[src/rtl/pdm_frontend_pkg.sv]
// Shared types and the tally-to-PCM conversion used by the PDM microphone front-end.
package pdm_frontend_pkg;

  // Widest supported OUT_W; FIFO entries only keep the low OUT_W bits.
  localparam int unsigned SampleMaxW = 16;

  typedef enum logic {
    CH_LEFT  = 1'b0,
    CH_RIGHT = 1'b1
  } channel_e;

  typedef struct packed {
    channel_e                channel;
    logic [SampleMaxW-1:0]   sample;
  } fifo_entry_t;

  // Centre the ones-count around zero, clamp to log2(decim) signed bits, then
  // rescale to out_w bits. The result is sign-extended into an int.
  function automatic int pcm_convert(int tally, int decim, int out_w);
    int half;
    int l;
    int c;
    half = decim / 2;
    l    = $clog2(decim);
    c    = tally - half;
    if (c > half - 1) begin
      c = half - 1;
    end else if (c < -half) begin
      c = -half;
    end
    if (l > out_w) begin
      c = c >>> (l - out_w);
    end else if (l < out_w) begin
      c = c <<< (out_w - l);
    end
    return c;
  endfunction

endpackage

[src/rtl/sample_fifo.sv]
// First-word-fall-through FIFO; a push at full is accepted when a pop happens in the same cycle.
module sample_fifo #(
  parameter int unsigned Width = 9,
  parameter int unsigned Depth = 4
) (
  input  logic             clk_i,
  input  logic             rst_ni,
  input  logic             push_i,
  input  logic [Width-1:0] wdata_i,
  input  logic             pop_i,
  output logic [Width-1:0] rdata_o,
  output logic             full_o,
  output logic             empty_o
);

  localparam int unsigned AddrW = $clog2(Depth);
  localparam int unsigned CntW  = AddrW + 1;

  logic [Width-1:0] mem_q [Depth];
  logic [AddrW-1:0] wr_ptr_q, wr_ptr_d, rd_ptr_q, rd_ptr_d;
  logic [CntW-1:0]  count_q, count_d;
  logic             push_ok, pop_ok;

  assign empty_o = (count_q == '0);
  assign full_o  = (count_q == CntW'(Depth));
  assign pop_ok  = pop_i && !empty_o;
  assign push_ok = push_i && (!full_o || pop_ok);
  // Head reads as zero while empty so the outputs are clean through reset.
  assign rdata_o = empty_o ? '0 : mem_q[rd_ptr_q];

  always_comb begin
    wr_ptr_d = push_ok ? wr_ptr_q + AddrW'(1) : wr_ptr_q;
    rd_ptr_d = pop_ok ? rd_ptr_q + AddrW'(1) : rd_ptr_q;
    count_d  = count_q + CntW'(push_ok) - CntW'(pop_ok);
  end

  always_ff @(posedge clk_i) begin
    if (push_ok) begin
      mem_q[wr_ptr_q] <= wdata_i;
    end
  end

  always_ff @(posedge clk_i or negedge rst_ni) begin
    if (!rst_ni) begin
      wr_ptr_q <= '0;
      rd_ptr_q <= '0;
      count_q  <= '0;
    end else begin
      wr_ptr_q <= wr_ptr_d;
      rd_ptr_q <= rd_ptr_d;
      count_q  <= count_d;
    end
  end

endmodule

[src/rtl/pdm_mic_frontend.sv]
// PDM microphone front-end: mic clock generation, per-channel boxcar decimation to signed PCM,
// and a small sample FIFO with overflow counting.
module pdm_mic_frontend
  import pdm_frontend_pkg::*;
#(
  parameter int unsigned CLK_DIV    = 32,
  parameter int unsigned DECIM      = 256,
  parameter int unsigned OUT_W      = 8,
  parameter int unsigned STEREO     = 0,
  parameter int unsigned FIFO_DEPTH = 4
) (
  input  logic             clk_in,
  input  logic             rst_in,
  input  logic             enable_in,
  input  logic             mic_data_in,
  output logic             mic_clk_out,
  output logic             pdm_tick_out,
  output logic             bit_out,
  output logic [OUT_W-1:0] sample_out,
  output logic             channel_out,
  output logic             sample_valid_out,
  input  logic             sample_ready_in,
  output logic [15:0]      overflow_count_out
);

  localparam int unsigned HalfDiv = CLK_DIV / 2;
  localparam int unsigned DivW    = $clog2(CLK_DIV);
  localparam int unsigned IdxW    = $clog2(DECIM);
  localparam int unsigned TallyW  = IdxW + 1;

  logic [DivW-1:0]   div_q, div_d;
  logic              mic_clk_q, mic_clk_d, tick_q, tick_d, bit_q, bit_d;
  logic [TallyW-1:0] tally_q [2];
  logic [TallyW-1:0] tally_d [2];
  logic [IdxW-1:0]   idx_q [2];
  logic [IdxW-1:0]   idx_d [2];
  logic              done_q, done_d;
  channel_e          done_ch_q, done_ch_d;
  logic [TallyW-1:0] tot_q, tot_d;
  logic [15:0]       ovf_q, ovf_d;
  logic [1:0]        inst;
  fifo_entry_t       push_entry;
  logic              push, pop, fifo_full, fifo_empty;
  logic [OUT_W:0]    fifo_rdata;
  logic              unused_sample_msbs;

  always_comb begin
    div_d     = (div_q == DivW'(CLK_DIV - 1)) ? '0 : div_q + DivW'(1);
    inst[0]   = (div_q == DivW'(HalfDiv - 1));
    inst[1]   = (STEREO != 0) && (div_q == DivW'(CLK_DIV - 1));
    mic_clk_d = (div_q < DivW'(HalfDiv));
    tick_d    = (div_q == '0);
    bit_d     = inst[0] ? mic_data_in : bit_q;
    done_d    = 1'b0;
    done_ch_d = CH_LEFT;
    tot_d     = tot_q;
    for (int ch = 0; ch < 2; ch++) begin
      tally_d[ch] = tally_q[ch];
      idx_d[ch]   = idx_q[ch];
      if (!enable_in) begin
        tally_d[ch] = '0;
        idx_d[ch]   = '0;
      end else if (inst[ch]) begin
        if (idx_q[ch] == IdxW'(DECIM - 1)) begin
          done_d      = 1'b1;
          done_ch_d   = (ch == 0) ? CH_LEFT : CH_RIGHT;
          tot_d       = tally_q[ch] + TallyW'(mic_data_in);
          tally_d[ch] = '0;
          idx_d[ch]   = '0;
        end else begin
          tally_d[ch] = tally_q[ch] + TallyW'(mic_data_in);
          idx_d[ch]   = idx_q[ch] + IdxW'(1);
        end
      end
    end
  end

  // Conversion happens the cycle after the final bit; the FIFO registers it at the end of it.
  always_comb begin
    push_entry.channel = done_ch_q;
    push_entry.sample  = SampleMaxW'(pcm_convert(int'(tot_q), int'(DECIM), int'(OUT_W)));
  end

  assign unused_sample_msbs = ^(push_entry.sample >> OUT_W);

  assign push = done_q && enable_in;
  assign pop  = sample_valid_out && sample_ready_in;

  always_comb begin
    ovf_d = ovf_q;
    if (push && fifo_full && !pop && (ovf_q != 16'hFFFF)) begin
      ovf_d = ovf_q + 16'd1;
    end
  end

  always_ff @(posedge clk_in or negedge rst_in) begin
    if (!rst_in) begin
      div_q     <= '0;
      mic_clk_q <= 1'b0;
      tick_q    <= 1'b0;
      bit_q     <= 1'b0;
      tally_q   <= '{default: '0};
      idx_q     <= '{default: '0};
      done_q    <= 1'b0;
      done_ch_q <= CH_LEFT;
      tot_q     <= '0;
      ovf_q     <= '0;
    end else begin
      div_q     <= div_d;
      mic_clk_q <= mic_clk_d;
      tick_q    <= tick_d;
      bit_q     <= bit_d;
      tally_q   <= tally_d;
      idx_q     <= idx_d;
      done_q    <= done_d;
      done_ch_q <= done_ch_d;
      tot_q     <= tot_d;
      ovf_q     <= ovf_d;
    end
  end

  sample_fifo #(
    .Width(OUT_W + 1),
    .Depth(FIFO_DEPTH)
  ) u_fifo (
    .clk_i  (clk_in),
    .rst_ni (rst_in),
    .push_i (push),
    .wdata_i({push_entry.channel, push_entry.sample[OUT_W-1:0]}),
    .pop_i  (sample_ready_in),
    .rdata_o(fifo_rdata),
    .full_o (fifo_full),
    .empty_o(fifo_empty)
  );

  assign mic_clk_out        = mic_clk_q;
  assign pdm_tick_out       = tick_q;
  assign bit_out            = bit_q;
  assign sample_out         = fifo_rdata[OUT_W-1:0];
  assign channel_out        = fifo_rdata[OUT_W];
  assign sample_valid_out   = !fifo_empty;
  assign overflow_count_out = ovf_q;

endmodule

[config.mk]
export PLATFORM = sky130hd
export DESIGN_NAME = pdm_mic_frontend
export DESIGN_NICKNAME = d
export VERILOG_FILES = /design/src/rtl/pdm_frontend_pkg.sv /design/src/rtl/sample_fifo.sv /design/src/rtl/pdm_mic_frontend.sv
export SDC_FILE = /design/constraint.sdc
export NUM_CORES = 1
export LEC_CHECK = 0
export ABC_AREA = 1
export BUFFER_PORTS_ARGS = -buffer_cell sky130_fd_sc_hd__buf_2
export CORE_UTILIZATION = 30
export DETAILED_ROUTE_END_ITERATION = 8
export PLACE_DENSITY = 0.48
export SLEW_MARGIN = 5
export SYNTH_ARGS = -nofsm -noshare
export SYNTH_HDL_FRONTEND = slang
export SYNTH_SLANG_ARGS = --single-unit
[constraint.sdc]
create_clock -name clk_in -period 2.3 [get_ports clk_in]
set_input_delay 0.23 -clock clk_in [delete_from_list [all_inputs] [get_ports clk_in]]
set_output_delay 0.23 -clock clk_in [all_outputs]
set_load 0.03 [all_outputs]
==> qor.yml, run 1 <==
run_status:
  status: "finished clean"
placement:
  gp_congestion: 0.7252
  place_area_um2: 4770
  port_buffers: 32
  dp_hpwl_mm: 5.952
final_layout:
  drive_gt1_share_pct: 12.73
  antenna-diode-count: 0
  fillers: 1450
  fin_area_um2: 5092
  multi_input_comb_area_um2: 1659
  seq_area_um2: 2412
  fin_nets: 551
  area_delta_synth_final_pct: 17.09
global_routing:
  grt_pass1_vias: 3018
  busiest_layer: "met2"
  grt-ovfl-total: 0
  track_usage_pct: 12.73
  met3_usage_pct: 3.625
  grt_max_degree: 37
  met1_usage_pct: 16.39
  use_met2_pct: 20.29
  antenna_found_initial: 0
  grt_pass1_wl_mm: 14.55
timing:
  period_share_pct: 86.31
  fin_hold_ws_ns: 0.1801
  hold_viol: 0
  finalSetupTns_ns: 0
  period_needed_ns: 1.985
  setup_viol: 0
  maxSlewViolCount: 0
  worstMarginPinSlew_ns: 0.5616
  timing.fmax_mhz: 503.8
  worst_clock_skew_ns: 0.008376
  rsz0062_at_grt: "false"
  slew_headroom_pct: 62.56
power_and_ir_drop:
  power_frac_comb_pct: 21.5
  p_per_area_nw_per_um2: 827.7
  p_seq_share_pct: 41.8
  irDropWorstVdd_mv: 0.3191
  p_switching_mw: 1.273
  p_int_mw: 2.942
  finalPower_mw: 4.215
  clock_power_share_pct: 36.7
  p_leak_nw: 2.245
  netSwitchingFraction_pct: 30.21
worst_setup_path:
  reg2reg_to: "tally_q[15]$_DFFE_PN0P_"
  cp-start-kind: "flop"
  reg2regPathDepth: 10
  regToRegSetupSlack_ns: 0.40
  crit_type: "flop to primary output"
  reg2reg_from: "div_q[0]$_DFF_PN0_"
  crit_arrival_ns: 1.76
  required_ns: 2.07
  path_max_fanout: 13
  cp-end-kind: "primary output"
  worstSetupStartpoint: "u_fifo.rd_ptr_q[0]$_DFFE_PN0P_"
detailed_routing:
  routedWlPerCell_um: 11.91
  vias_per_cell: 4.399
  drc: 0
  wirelength_mm: 8.505
  drtIter0Drc: 180
  ant_nets: 0
  vias: 3141
  dr.pass1.iters: 4
floorplanning:
  coreArea_um2: 13990
  die_y_um: 122.4
  io_pins: 34
  die-area_um2: 14980
  start_util_pct: 31.09
  die_w_um: 122.4
  num_rows: 43
yosys:
  syn-cell-area_um2: 4349
  synthCells: 483
  yosysWarnings: 0
  seq_area_frac_synth_pct: 55.47
  synth_top_area_cell: "dfrtp_1"
  synth_ff_type: "dfrtp_1"
  avgSynthCellArea_um2: 9.004
  yosys-top-cells-area: "dfrtp_1 (33%), edfxtp_1 (22%), nand2_1 (11%), nor2_1 (5.6%), inv_1 (4.7%)"
  ys_ff_latch: 90
  synth_edf_count: 32
  async_flop_share_pct: 64.44
  synth_top_area_share_pct: 33.37
  synth_cell_types: 32
  synth_nets: 505
clock_tree:
  cts_tree: "yes"
  clkSlewWorstSetupHoldPaths_ns: 0.06
  cts.path.max_buffers: 2
  cts_resized: 0
  cts_inserted_buffers: 9
  htree_levels: 3
  ctsRootBufferMaster: "clkbuf_16"
  cts.sinks: 90
  clock_latency_ns: 0.34
min_path:
  min_to: "idx_q[14]$_DFFE_PN0P_"
  min_path_type: "input port to flop"
  min_path_cells: 3
  min_from: "enable_in"
job:
  drv_cap: 0
-- worst max path at each step --
stage,to
5_1_grt,tally_q[15]$_DFFE_PN0P_
3_5_place_dp,idx_q[15]$_DFFE_PN0P_
4_1_cts,sample_out[0]
3_3_place_gp,u_fifo.count_q[2]$_DFF_PN0_
2_1_floorplan,u_fifo.count_q[2]$_DFF_PN0_
6_report,sample_out[0]
-- cell families after synthesis --
group,Yosys count,share of synthesized area (%)
buffers and inverters,67,6.387
XOR/XNOR,22,4.430
multiplexers,1,0.2589
adder cells (fa/ha/maj),17,5.063
flip-flops,90,55.47
other,1,0.08622
AND/OR/NAND/NOR,232,21.66
AO/OA/AOI/OAI,53,6.646
-- cell usage in the layout (no fill, tap or decap), types with 3 or more instances in the layout --
| cell type | count |
|---|---|
| xor2_1 | 13 |
| nand4_1 | 5 |
| buf_2 | 32 |
| a21oi_1 | 12 |
| nor2_2 | 4 |
| o22ai_1 | 3 |
| dfrtp_1 | 58 |
| clkinv_1 | 3 |
| nand2_1 | 133 |
| ha_1 | 16 |
| nand3_1 | 14 |
| o21ai_0 | 34 |
| clkbuf_16 | 9 |
| xnor2_1 | 9 |
| nor2_1 | 65 |
| nor3_1 | 5 |
| buf_4 | 10 |
| inv_1 | 54 |
| edfxtp_1 | 32 |
-- metrics by stage --
step / setup WS, ns / util (%) / std cells
final: 0.3149 / 36.40 / 714
after global routing: 0.09913 / 36.40 / 714
after CTS: 0.2755 / 36.40 / 714
after detailed placement: 0.3914 / 34.10 / 697
after global placement: 0.4516 / 34.10 / 697
after floorplan: 0.2056 / - / 483
-- per-layer routing --
| layer | wire length (µm) | vias to the layer above |
|---|---|---|
| met4 | 125 | 0 |
| met1 | 4081 | 1470 |
| li1 | - | 1624 |
| met2 | 4052 | 38 |
| met5 | 0 | - |
| met3 | 247 | 9 |
-- final cells by class --
| type | instances | area share (%) |
|---|---|---|
| Tap cell | 180 | 4.423 |
| Clock inverter | 5 | 1.572 |
| Inverter | 58 | 4.275 |
| Timing Repair Buffer | 44 | 5.209 |
| Sequential cell | 90 | 47.37 |
| Clock buffer | 11 | 4.570 |
| Multi-Input combinational cell | 326 | 32.58 |
-- power groups by stage --
stage / clock network, mW / logic, mW / registers, mW
finish: 1.55 / 0.906 / 1.76
detailed placement: 0 / 0.925 / 1.79
floorplan: 0 / 0.661 / 1.77
CTS: 1.60 / 0.930 / 1.76
global route: 1.67 / 1.02 / 1.77
global placement: 0 / 0.905 / 1.79
-- flip-flops by register name (all words and copies together) (netlist names) --
signal              cells
u_fifo.count_q          3
bit_out                 1
done_q                  1
tot_q                   9
pdm_tick_out            1
idx_q                   8
u_fifo.rd_ptr_q         2
u_fifo.mem_q           32
mic_clk_out             1
div_q                   5
overflow_count_out     16
u_fifo.wr_ptr_q         2
tally_q                 9
-- synth_stat cells (3+ instances only) --
library cell and n:
a21oi_1 12, buf_2 3, dfrtp_1 58, edfxtp_1 32, ha_1 16, inv_1 54
nand2_1 133, nand3_1 14, nand4_1 5, nor2_1 65, nor2_2 4, nor3_1 5
o21ai_0 34, o22ai_1 3, xnor2_1 9, xor2_1 13
-- critical path: stages (launching register included) --
cell and delay [ns]:
dfrtp_1 0.49, buf_4 0.27, nor2_1 0.07, nor2_1 0.08, o21ai_0 0.10, a21oi_1 0.18
buf_2 0.23
-- timing repair --
action | in CTS | in global routing
setup buffers | 0 | 0
hold buffers | 1 | 0
endpoints found under the hold margin | 22 | 0
No activity file was read; power rests on OpenSTA's default activity.
==> inputs of run 2 (changes only) <==
--- a/config.mk
+++ b/config.mk
@@ -7,9 +7,10 @@
 export LEC_CHECK = 0
 export ABC_AREA = 1
 export BUFFER_PORTS_ARGS = -buffer_cell sky130_fd_sc_hd__buf_2
-export CORE_UTILIZATION = 30
+export CORE_UTILIZATION = 53
 export DETAILED_ROUTE_END_ITERATION = 8
-export PLACE_DENSITY = 0.48
+export GPL_TIMING_DRIVEN = 0
+export PLACE_DENSITY = 0.74
 export SLEW_MARGIN = 5
 export SYNTH_ARGS = -nofsm -noshare
 export SYNTH_HDL_FRONTEND = slang
==> run 2 against run 1 <==
- count of clock-buffer cells in the layout is 2 lower
- critical endpoint unchanged
- cell area is 4.6% lower
- register-to-register slack worse by 0.06 ns
==> qor.yml, run 2 (synthesized netlist as in run 1, its figures left out) <==
run_status:
  status: "finished clean"  # unchanged
timing:
  worst_clock_skew_ns: 0.009882  # was 0.008376 ns
  maxSlewViolCount: 0  # unchanged
  slew_headroom_pct: 45.81  # was 62.56%
  period_share_pct: 90.91  # was 86.31%
  setup_ws_ns: 0.2090  # was 0.3149 ns
  worstMarginPinSlew_ns: 0.8098  # was 0.5616 ns
  setup_viol: 0  # unchanged
  period_needed_ns: 2.091  # was 1.985 ns
  timing.fmax_mhz: 478.2  # was 503.8 MHz
  hold_viol: 0  # unchanged
  rsz0062_at_grt: "false"  # unchanged
  fin_hold_ws_ns: 0.1303  # was 0.1801 ns
worst_setup_path:
  required_ns: 2.07  # about the same
  crit_arrival_ns: 1.86  # was 1.76 ns
  cp_common_cell: "buf_2"  # was nor2_1
  cp-end-kind: "primary output"  # unchanged
  path_max_fanout: 9  # was 13
  crit_type: "flop to primary output"  # unchanged
  slowest_delay_ns: 0.33  # was 0.49 ns
  regToRegSetupSlack_ns: 0.34  # was 0.40 ns
  crit_slowest_cell: "dfrtp_1"  # unchanged
  cp-start-kind: "flop"  # unchanged
  crit_chain: "buf_2 > clkinv_1 > nor2_1 > o21ai_0 > a21oi_1 > buf_2"  # was buf_4 > nor2_1 > nor2_1 > o21ai_0 > a21oi_1 > buf_2
global_routing:
  grt-ovfl-total: 0  # unchanged
  grt_pass1_wl_mm: 14.21  # was 14.55 mm
  grt_pass1_vias: 3154  # was 3018
  grt_max_degree: 59  # was 37
  antenna_found_initial: 0  # unchanged
  track_usage_pct: 21.31  # was 12.73%
placement:
  pre_cts_ws_ns: -0.1669  # was 0.3914 ns
  port_buffers: 32  # unchanged
  gp_congestion: 0.8442  # was 0.7252
  dp_hpwl_mm: 5.627  # was 5.952 mm
detailed_routing:
  drtIter0Drc: 142  # was 180
  dr.pass1.iters: 4  # unchanged
  vias_per_cell: 5.017  # was 4.399
  drc: 0  # unchanged
  wirelength_mm: 8.162  # was 8.505 mm
  vias: 3181  # was 3141
  ant_nets: 0  # unchanged
  routedWlPerCell_um: 12.87  # was 11.91 µm
clock_tree:
  ctsRootBufferMaster: "clkbuf_8"  # was clkbuf_16
  cts_inserted_buffers: 9  # unchanged
  cts.path.max_buffers: 2  # unchanged
  cts_tree: "yes"  # unchanged
  clkSlewWorstSetupHoldPaths_ns: 0.09  # was 0.06 ns
  cts.sinks: 90  # unchanged
  htree_levels: 3  # unchanged
  clock_latency_ns: 0.36  # was 0.34 ns
final_layout:
  fillers: 706  # was 1450
  area_delta_synth_final_pct: 11.74  # was 17.09%
  fin_nets: 549  # was 551
  final_cell_mix: "nand2_1 (133), nor2_1 (65), dfrtp_1 (58)"  # unchanged
  largest_reg_flops: 32  # unchanged
  drive_gt1_share_pct: 12.78  # was 12.73%
  top_register: "u_fifo.mem_q"  # unchanged
  final_common_cell: "nand2_1"  # unchanged
  antenna-diode-count: 0  # unchanged
power_and_ir_drop:
  p_per_area_nw_per_um2: 776.0  # was 827.7 nW/µm²
  p_leak_nw: 2.173  # was 2.245 nW
  irDropWorstVdd_mv: 0.3966  # was 0.3191 mV
floorplanning:
  num_rows: 32  # was 43
  die-area_um2: 8572  # was 14980 µm²
  coreArea_um2: 7848  # was 13990 µm²
  die_w_um: 92.59  # was 122.4 µm
  die_y_um: 92.59  # was 122.4 µm
  start_util_pct: 55.42  # was 31.09%
  io_pins: 34  # unchanged
job:
  drv_cap: 0  # unchanged
min_path:
  min_path_type: "input port to flop"  # unchanged
-- run 2: report_power, final --
| part | total (mW) | switching (mW) | leakage (nW) | internal, mW |
|---|---|---|---|---|
| registers | 1.75 | 0.0492 | 1.00 | 1.70 |
| logic | 0.923 | 0.638 | 1.08 | 0.285 |
| clock network | 1.10 | 0.589 | 0.0924 | 0.509 |
| total | 3.77 | 1.28 | 2.17 | 2.49 |
-- run 2: cell type report --
class                   instances  area, µm²  area share [%]
flip-flops and latches         90       2412           49.64
multi-input cells             326       1665           34.27
inverters                      58      217.7           4.480
repair buffers                 34      180.2           3.708
well taps                     102      127.6           2.626
clock buffers                   9      123.9           2.549
clock inverters                 7      76.32           1.571
plain buffers                   8      56.30           1.159
-- run 2: per-layer routing --
metal	global-route usage [%]	wire, µm
met5	0	0
met4	8.203	123
met3	2.956	246
met2	36.73	3970
met1	27.24	3822
-- run 2: worst max-delay path: cells and delay by family, from the launching register on --
family,cells,cell delay [ns]
simple gates,1,0.18
buf+inv,3,0.73
flops,1,0.33
compound gates,2,0.26
-- run 2: worst paths after layout --
kind / startpoint / to / cells after the start
setup / recovery: u_fifo.rd_ptr_q[1]$_DFFE_PN0P_ / sample_out[0] / 6
hold / removal: mic_data_in / bit_out$_DFFE_PN0N_ / 2
setup reg to reg: u_fifo.count_q[2]$_DFF_PN0_ / u_fifo.count_q[2]$_DFF_PN0_ / 7
hold reg to reg: div_q[3]$_DFF_PN0_ / pdm_tick_out$_DFF_PN0_ / 1
max in group asynchronous: rst_in / idx_q[11]$_DFFE_PN0P_ / 2
min in group asynchronous: rst_in / u_fifo.rd_ptr_q[0]$_DFFE_PN0P_ / 2
-- run 2: what timing repair did --
item,CTS,global route
gates resized for setup,1,0
hold endpoints to repair,58,0
pin swaps,1,0
hold buffers,1,0
setup endpoints to repair,2,3
setup buffers,1,0
-- run 2: through the flow --
| step | power [mW] | TNS (ns) | std cells | util (%) | cell area (µm²) |
|---|---|---|---|---|---|
| 6_report | 3.771 | 0 | 634 | 61.93 | 4860 |
| 5_1_grt | 3.950 | 0 | 634 | 61.93 | 4860 |
| 4_1_cts | 3.815 | 0 | 635 | 61.97 | 4863 |
| 3_5_place_dp | 2.687 | -0.2365 | 617 | 59.12 | 4639 |
| 3_3_place_gp | 2.658 | -0.1037 | 617 | 59.09 | 4637 |
| 2_1_floorplan | 2.427 | 0 | 483 | - | 4349 |
==> inputs of run 3 (changes only) <==
--- a/config.mk
+++ b/config.mk
@@ -9,7 +9,6 @@
 export BUFFER_PORTS_ARGS = -buffer_cell sky130_fd_sc_hd__buf_2
 export CORE_UTILIZATION = 53
 export DETAILED_ROUTE_END_ITERATION = 8
-export GPL_TIMING_DRIVEN = 0
 export PLACE_DENSITY = 0.74
 export SLEW_MARGIN = 5
 export SYNTH_ARGS = -nofsm -noshare
==> run 3 against run 2 <==
- cell area increased by 0.80%
- non-clock buffer count up 1
- sequential cell count stayed put
- largest power group unchanged
- largest cell class unchanged
- highest routed layer unchanged
==> qor.yml, run 3 (synthesized netlist as in run 1, its figures left out) <==
timing:
  maxSlewViolCount: 0  # unchanged
  period_share_pct: 91.25  # was 90.91%
  rsz0062_at_grt: "false"  # unchanged
  period_needed_ns: 2.099  # was 2.091 ns
  hold_viol: 0  # unchanged
  setup_ws_ns: 0.2013  # was 0.2090 ns
  finalSetupTns_ns: 0  # unchanged
  worst_clock_skew_ns: 0.01068  # was 0.009882 ns
  setup_viol: 0  # unchanged
  timing.fmax_mhz: 476.5  # was 478.2 MHz
floorplanning:
  die_w_um: 92.59  # unchanged
  start_util_pct: 55.42  # unchanged
  die_y_um: 92.59  # unchanged
  die-area_um2: 8572  # unchanged
  io_pins: 34  # unchanged
  coreArea_um2: 7848  # unchanged
  num_rows: 32  # unchanged
run_status:
  status: "finished clean"  # unchanged
worst_setup_path:
  crit_arrival_ns: 1.87  # was 1.86 ns
  path_max_fanout: 9  # unchanged
  slowest_delay_ns: 0.56  # was 0.33 ns
  cp-end-kind: "primary output"  # unchanged
  required_ns: 2.07  # about the same
  crit_slowest_cell: "dfrtp_1"  # unchanged
  cp-start-kind: "flop"  # unchanged
  crit_chain: "clkinvlp_4 > nor2_1 > o21ai_0 > a21oi_1 > buf_2"  # was buf_2 > clkinv_1 > nor2_1 > o21ai_0 > a21oi_1 > buf_2
  crit_buf_inv: 2  # was 3
  crit_type: "flop to primary output"  # unchanged
  cpLargestDelayFamily: "flip-flops"  # was buffers and inverters
detailed_routing:
  drtIter0Drc: 143  # was 142
  vias_per_cell: 5.028  # was 5.017
  dr.pass1.iters: 4  # unchanged
  routedWlPerCell_um: 12.97  # was 12.87 µm
  drc: 0  # unchanged
  wirelength_met1_mm: 3.770  # was 3.822 mm
  routed-wl-met3_um: 247  # was 246 µm
  vias: 3193  # was 3181
  ant_nets: 0  # unchanged
  met2_length_mm: 4.074  # was 3.970 mm
  wirelength_mm: 8.236  # was 8.162 mm
  route.top_layer_used: "met4"  # unchanged
placement:
  pre_cts_ws_ns: 0.3686  # was -0.1669 ns
  place_area_um2: 4652  # was 4639 µm²
  port_buffers: 32  # unchanged
  gp_congestion: 0.8160  # was 0.8442
  dp_hpwl_mm: 5.712  # was 5.627 mm
clock_tree:
  clkSlewWorstSetupHoldPaths_ns: 0.10  # was 0.09 ns
  htree_levels: 3  # unchanged
  cts.sinks: 90  # unchanged
  cts_tree: "yes"  # unchanged
  cts.path.max_buffers: 2  # unchanged
  clock_latency_ns: 0.36  # about the same
  ctsRootBufferMaster: "clkbuf_8"  # unchanged
  cts_inserted_buffers: 9  # unchanged
final_layout:
  top_register: "u_fifo.mem_q"  # unchanged
  fin_nets: 550  # was 549
  final_cell_mix: "nand2_1 (133), nor2_1 (65), dfrtp_1 (57)"  # was nand2_1 (133), nor2_1 (65), dfrtp_1 (58)
  drive_gt1_share_pct: 13.51  # was 12.78%
  fin_area_um2: 4898  # was 4860 µm²
  final_common_cell: "nand2_1"  # unchanged
  largest_reg_flops: 32  # unchanged
  area_delta_synth_final_pct: 12.63  # was 11.74%
  antenna-diode-count: 0  # unchanged
global_routing:
  antenna_found_initial: 0  # unchanged
  grt_pass1_vias: 3156  # was 3154
  grt-ovfl-total: 0  # unchanged
  grt_pass1_wl_mm: 14.21  # about the same
  grt_max_degree: 27  # was 59
  track_usage_pct: 21.44  # was 21.31%
power_and_ir_drop:
  irDropWorstVdd_mv: 0.3143  # was 0.3966 mV
  p_leak_nw: 2.199  # was 2.173 nW
  p_per_area_nw_per_um2: 791.0  # was 776.0 nW/µm²
job:
  drv_cap: 0  # unchanged
min_path:
  min_path_type: "input port to flop"  # unchanged
[run 3: changes by cell type in the layout (fill, tap and decap cells not counted), sizes merged]
cell      change
buf           +2
bufinv        +1
clkbuf        -1
clkinv        -2
clkinvlp      -1
inv           +2
[run 3: per-stage QoR]
stage / std cells / hold WS [ns] / power [mW] / utilization (%)
2_1_floorplan: 483 / -0.06559 / 2.427 / -
3_3_place_gp: 618 / 0.1924 / 2.626 / 59.28
3_5_place_dp: 618 / 0.1933 / 2.662 / 59.28
4_1_cts: 635 / 0.1229 / 3.894 / 62.36
5_1_grt: 635 / 0.1330 / 4.049 / 62.42
6_report: 635 / 0.1265 / 3.875 / 62.42
[run 3: cell type report]
| cell class | instances | area (µm²) |
|---|---|---|
| fill | 664 | 2949 |
| timing repair buffer | 43 | 245.2 |
| sequential | 90 | 2414 |
| inverter | 58 | 221.5 |
| clock buffer | 9 | 123.9 |
| clock inverter | 7 | 107.6 |
| tap | 102 | 127.6 |
| multi-input combinational | 326 | 1659 |
[run 3: final timing paths]
check | from | end | slack, ns | depth (start not counted)
worst max-delay path | u_fifo.rd_ptr_q[1]$_DFFE_PN0P_ | sample_out[7] | 0.20 | 5
worst min-delay path | mic_data_in | bit_out$_DFFE_PN0N_ | 0.13 | 2
worst max register to register | u_fifo.count_q[2]$_DFF_PN0_ | u_fifo.count_q[2]$_DFF_PN0_ | 0.34 | 7
worst min register to register | div_q[3]$_DFF_PN0_ | pdm_tick_out$_DFF_PN0_ | 0.45 | 1
max in group asynchronous | rst_in | tally_q[16]$_DFFE_PN0P_ | 1.29 | 3
min in group asynchronous | rst_in | u_fifo.count_q[0]$_DFF_PN0_ | 0.33 | 2
[run 3: what timing repair did]
action / 4_1_cts / 5_1_grt
hold endpoints to repair: 15 / 0
endpoints found under the setup margin: 0 / 1
buffers inserted: 0 / 0
hold buffers: 1 / 0
resized for setup: 0 / 2
[run 3: metal layers]
metal,global-route usage (%),vias up
met5,0,-
met1,27.46,1511
met2,35.99,51
li1,-,1618
met3,3.448,13
met4,9.375,0
[run 3: worst register-to-register path, stage by stage (launching register included)]
cell and delay, ns:
dfrtp_1 0.42, nor3_2 0.22, nor2_1 0.12, ha_1 0.31, inv_1 0.05, ha_1 0.18
fa_1 0.38, xor2_1 0.17
[run 3: power by group]
part,internal [mW],total (mW),switching (mW)
sequential,1.70,1.82,0.117
combinational,0.265,0.822,0.557
clock,0.635,1.23,0.599
total,2.60,3.87,1.27
